==> src/rtl/cpu_pkg.sv <==
// rtl/cpu_pkg.sv - shared fetch-state type, reset PC and alignment helpers
// Purpose: definitions shared by the PC/fetch unit and its timer.
// Contents: fetch_state_t (IDLE/FETCH/VALID), RESET_PC_DEFAULT,
//           WORD_ALIGN_MASK, is_word_aligned().
package cpu_pkg;

    typedef enum logic [1:0] {
        S_IDLE  = 2'd0,
        S_FETCH = 2'd1,
        S_VALID = 2'd2
    } fetch_state_t;

    localparam logic [31:0] RESET_PC_DEFAULT = 32'h0000_3000;
    localparam logic [1:0]  WORD_ALIGN_MASK  = 2'b11;

    // Only the two low address bits matter for word alignment.
    function automatic logic is_word_aligned(input logic [1:0] addr_lo);
        return (addr_lo & WORD_ALIGN_MASK) == 2'b00;
    endfunction

endpackage

==> src/rtl/fetch_timer.sv <==
// rtl/fetch_timer.sv - 8-bit fetch timeout counter
// Purpose: counts FETCH cycles without an acknowledge.
// Ports:
//   clk     in   clock
//   reset   in   synchronous active-high reset
//   clear   in   force the count back to 0
//   enable  in   count one more waiting cycle
//   expired out  this enabled cycle brings the count to TIMEOUT
module fetch_timer #(
    parameter logic [7:0] TIMEOUT = 8'd16
) (
    input  logic clk,
    input  logic reset,
    input  logic clear,
    input  logic enable,
    output logic expired
);

    logic [7:0] count_q;

    // Flagged on the cycle whose increment would reach TIMEOUT, so the
    // request is held for exactly TIMEOUT cycles before the abort.
    assign expired = enable && ((count_q + 8'd1) == TIMEOUT);

    always_ff @(posedge clk) begin
        if (reset || clear || expired) begin
            count_q <= 8'd0;
        end else if (enable) begin
            count_q <= count_q + 8'd1;
        end
    end

endmodule

==> src/rtl/pc_fetch_unit.sv <==
// rtl/pc_fetch_unit.sv - architectural PC register and instruction fetch handshake
// Purpose: holds the PC, fetches the instruction at it with a timeout,
//          and loads the next PC on command after an alignment check.
// Ports:
//   clk, reset           clock, synchronous active-high reset
//   fetch_en, pc_write   controller commands
//   npc                  next PC candidate
//   imem_ack, imem_rdata instruction memory response
//   imem_req, imem_addr  instruction memory request
//   cpc, ins, ins_valid  current PC, instruction register and its validity
//   addr_err             one-cycle pulse when a misaligned npc is rejected
//   bus_err              sticky fetch-timeout flag
//   ins_count            completed fetch count, wraps
module pc_fetch_unit
    import cpu_pkg::*;
#(
    parameter logic [31:0] RESET_PC = RESET_PC_DEFAULT,
    parameter logic [7:0]  TIMEOUT  = 8'd16
) (
    input  logic        clk,
    input  logic        reset,
    input  logic        fetch_en,
    input  logic        pc_write,
    input  logic [31:0] npc,
    input  logic        imem_ack,
    input  logic [31:0] imem_rdata,
    output logic        imem_req,
    output logic [31:0] imem_addr,
    output logic [31:0] cpc,
    output logic [31:0] ins,
    output logic        ins_valid,
    output logic        addr_err,
    output logic        bus_err,
    output logic [31:0] ins_count
);

    fetch_state_t state_q, state_d;
    logic [31:0]  cpc_d, ins_d, ins_count_d;
    logic         bus_err_d, addr_err_d;
    logic         npc_aligned, in_fetch;
    logic         timer_enable, timer_expired;

    assign npc_aligned  = is_word_aligned(npc[1:0]);
    assign in_fetch     = (state_q == S_FETCH);
    assign timer_enable = in_fetch && !imem_ack;

    assign imem_req  = in_fetch;
    assign imem_addr = cpc;
    assign ins_valid = (state_q == S_VALID);

    fetch_timer #(
        .TIMEOUT(TIMEOUT)
    ) u_timer (
        .clk    (clk),
        .reset  (reset),
        .clear  (!timer_enable),
        .enable (timer_enable),
        .expired(timer_expired)
    );

    always_comb begin
        state_d     = state_q;
        cpc_d       = cpc;
        ins_d       = ins;
        ins_count_d = ins_count;
        bus_err_d   = bus_err;
        addr_err_d  = 1'b0;
        case (state_q)
            S_IDLE: begin
                if (pc_write) begin
                    if (npc_aligned) cpc_d = npc;
                    else             addr_err_d = 1'b1;
                end
                // imem_addr follows cpc, so a same-cycle PC load is what
                // gets fetched.
                if (fetch_en) state_d = S_FETCH;
            end
            S_FETCH: begin
                // Ack wins over a timeout expiring in the same cycle.
                if (imem_ack) begin
                    ins_d       = imem_rdata;
                    ins_count_d = ins_count + 32'd1;
                    state_d     = S_VALID;
                end else if (timer_expired) begin
                    bus_err_d = 1'b1;
                    state_d   = S_IDLE;
                end
            end
            S_VALID: begin
                if (pc_write) begin
                    if (npc_aligned) begin
                        cpc_d   = npc;
                        state_d = fetch_en ? S_FETCH : S_IDLE;
                    end else begin
                        addr_err_d = 1'b1;
                    end
                end
            end
            default: state_d = S_IDLE;
        endcase
    end

    always_ff @(posedge clk) begin
        if (reset) begin
            state_q   <= S_IDLE;
            cpc       <= RESET_PC;
            ins       <= 32'd0;
            ins_count <= 32'd0;
            bus_err   <= 1'b0;
            addr_err  <= 1'b0;
        end else begin
            state_q   <= state_d;
            cpc       <= cpc_d;
            ins       <= ins_d;
            ins_count <= ins_count_d;
            bus_err   <= bus_err_d;
            addr_err  <= addr_err_d;
        end
    end

endmodule

==> config.mk <==
export PLATFORM = sky130hd
export DESIGN_NAME = pc_fetch_unit
export DESIGN_NICKNAME = d
export VERILOG_FILES = /design/src/rtl/cpu_pkg.sv /design/src/rtl/fetch_timer.sv /design/src/rtl/pc_fetch_unit.sv
export SDC_FILE = /design/constraint.sdc
export NUM_CORES = 1
export LEC_CHECK = 0
export CAP_MARGIN = 20
export CORE_MARGIN = 1
export CORE_UTILIZATION = 35
export CTS_BUF_LIST = sky130_fd_sc_hd__clkbuf_16
export DETAILED_ROUTE_END_ITERATION = 10
export PLACE_DENSITY = 0.81
export REMOVE_ABC_BUFFERS = 1
export SETUP_SLACK_MARGIN = 0.5
export SYNTH_ARGS = -nofsm -noshare
export SYNTH_HDL_FRONTEND = slang
export SYNTH_SLANG_ARGS = --single-unit
==> constraint.sdc <==
create_clock -name clk -period 2 [get_ports clk]
set_input_delay 0.2 -clock clk [delete_from_list [all_inputs] [get_ports clk]]
set_output_delay 0.2 -clock clk [all_outputs]
set_load 0.01 [all_outputs]
==> results.py <==
metrics = {
    "status": {
        "status": "complete, no violations",
    },
    "logic_synthesis": {
        "syn_area_mm2": 0.00456,
        "synth_cell_types": 42,
        "synthArstFlopShare": 0,
        "avgSynthCellArea_um2": 8.20,
        "yosysSeqAreaShare": 0.474,
        "yosysTopAreaCellShare": 0.474,
        "ys_ff_latch": 108,
        "syn_inst": 556,
        "ys_top_cells_by_area": "dfxtp_1 47%, nand2_1 12%, a21oi_1 8.9%, buf_4 5.3%, clkbuf_1 2.3%",
        "synth_edf_count": 0,
        "synth_top_area_cell": "dfxtp_1",
        "ys_warn_count": 0,
        "synthFlopType": "dfxtp_1",
    },
    "final_layout": {
        "fin_cells": 922,
        "final-seq-area_mm2": 0.00223,
        "layout_commonest_cell": "nand2_1",
        "syn_to_final_growth_pct": 63.8,
        "drive_gt1_frac": 0.175,
        "fill_cells": 1101,
        "nNetsFinal": 817,
        "multi_input_area_mm2": 0.00221,
        "num_antenna_cells": 0,
        "final_cell_mix": "138 x nand2_1, 133 x clkdlybuf4s50_1, 80 x a21oi_1",
    },
    "place": {
        "globalplace.congestion": 0.801,
        "dp_hpwl_mm": 8.69,
        "dp_cells": 882,
        "portBuffers": 200,
    },
    "hold_path": {
        "hp-class": "input port to flip-flop",
        "hold_depth": 2,
    },
    "drt": {
        "drt_wl_total_mm": 13.4,
        "routed_via_density": 4.92,
        "drtAntennaViolNets": 0,
        "vias": 4540,
        "drc": 0,
        "drt-initial-drc-count": 281,
        "dr.pass1.iters": 5,
        "avgRoutedWirePerCell_um": 14.5,
    },
    "global_route": {
        "overflow": 0,
        "grt_pass1_wl_mm": 20.2,
        "grt_usage": 0.192,
        "grt_max_degree": 58,
        "grt_pass1_vias": 4205,
        "antenna_found_initial": 0,
    },
    "clocking": {
        "clockBufferDepth": 2,
        "h-tree-depth": 3,
        "root_buffer": "clkbuf_16",
        "cts_tree": "done",
        "clk_latency_ns": 0.35,
        "cts_buffers": 9,
        "cts.sinks": 108,
        "clk_pin_slew_worst_paths_ns": 0.08,
    },
    "die": {
        "ios": 201,
        "die_area_mm2": 0.0135,
        "rows": 41,
        "die-width_um": 116,
        "die_h_um": 116,
        "core_mm2": 0.0127,
        "start_util": 0.360,
    },
    "sta": {
        "max_freq_mhz": 528,
        "setup_tns_ns": 0,
        "slew_violations": 0,
        "fin_crit_sh": 0.946,
        "clock_skew_ns": 0.00973,
        "worst_pin_slew_ns": 0.527,
        "final.min_clock_period_ns": 1.89,
        "max-slew-margin-rel": 0.648,
        "hold_viol": 0,
        "finalSetupViolCount": 0,
        "rsz0062_at_grt": "yes",
    },
    "critical_path": {
        "crit_type": "flip-flop to flip-flop",
        "critPathRequiredTime_ns": 2.23,
        "crit_path_max_fanout": 4,
        "reg2reg_depth": 6,
        "path_cells": "ha_4, or3_1, a211o_1, a2111oi_4, buf_4, nor3_1",
        "crit_cells": 6,
        "worst_setup_path_start_kind": "flip-flop",
        "max_stage_delay_ns": 0.39,
        "cp_top_family": "compound AO/OA/AOI/OAI gates",
        "arrival_ns": 2.12,
        "worst-path-buf-inv": 1,
        "cp_slowest_cell": "a2111oi_4",
        "cp-end-kind": "flip-flop",
    },
    "power_and_ir_drop": {
        "leakage_uw": 0.00340,
        "irDropWorstVdd_mv": 0.373,
        "powerDensity_mw_per_mm2": 608,
    },
    "job": {
        "max-cap-violations": 0,
    },
}
[sequential cells by signal, summed over array words and instances (netlist names)]
register / count
addr_err: 1
u_timer.count_q: 8
cpc: 32
ins_count: 32
state_q: 2
ins: 32
bus_err: 1
[power breakdown]
group,internal (uW),switching (uW)
combinational,292,211
clock,981,828
sequential,2190,39.0
[per-stage QoR]
stage | utilization | hold WS (ns) | cell area, um2 | power (uW) | setup WS, ns
global placement | 0.520 | 0.441 | 6590 | 2790 | 0.00274
CTS | 0.570 | 0.310 | 7230 | 4580 | 0.0945
detailed placement | 0.520 | 0.446 | 6590 | 2790 | -0.0402
global route | 0.589 | 0.323 | 7470 | 4740 | 0.0556
finish | 0.589 | 0.309 | 7470 | 4540 | 0.108
floorplan | - | 0.269 | 4180 | 2420 | -0.308
[cell usage after synthesis (all sizes together), types with 2 or more instances]
cell,n
a2111oi,2
a21oi,81
and2,2
and4,7
and4b,2
buf,38
clkbuf,28
dfxtp,108
ha,3
inv,7
mux2,4
nand2,140
nand3,18
nand3b,3
nand4,8
nor2,18
nor2b,6
nor3,9
nor3b,3
nor4,4
o21ai,10
o31ai,10
or3,9
or3b,2
or4,10
xnor2,7
xor2,8
[final timing paths]
kind,startpoint,to,slack [ns]
setup / recovery,u_timer.count_q[0],u_timer.count_q[7],0.11
hold / removal,reset,ins_count[8],0.31
setup reg to reg,u_timer.count_q[0],u_timer.count_q[7],0.11
hold reg to reg,ins[16],ins[16],0.45
[worst register-to-register path, delay by kind of cell (launching register included)]
family	cells	cell delay, ns
AOI/OAI and AO/OA	2	0.70
DFF	1	0.34
and+or+nand+nor	2	0.37
buffers and inverters	1	0.20
adders and majority gates	1	0.16
[routing by layer]
metal / up-vias / track usage / wire length, um
li1: 2241 / - / -
met1: 2125 / 0.227 / 5530
met2: 160 / 0.333 / 6740
met3: 14 / 0.0529 / 964
met4: 0 / 0.0658 / 169
met5: - / 0 / 0
[logic make-up after synthesis]
group                      Yosys count  share of synthesized area
muxes                                4                    0.00988
adders and majority gates            3                    0.00823
xor gates and xnor gates            15                     0.0288
buffers and inverters               73                     0.0892
and+or+nand+nor                    245                      0.255
DFF                                108                      0.474
AOI/OAI and AO/OA                  108                      0.134
[layout make-up]
class | count | area share
Timing Repair Buffer | 244 | 0.333
Sequential cell | 108 | 0.298
Multi-Input combinational cell | 375 | 0.296
Clock buffer | 9 | 0.0302
Tap cell | 172 | 0.0288
Clock inverter | 7 | 0.0101
Inverter | 7 | 0.00352
[repair_timing]
action,in CTS,in global routing
gates resized for setup,102,63
hold buffers,0,0
setup buffers,18,5
gates cloned,0,1
pin swaps,21,6
endpoints found under the setup margin,108,103
Note: power is estimated with default switching activity, not from simulation.
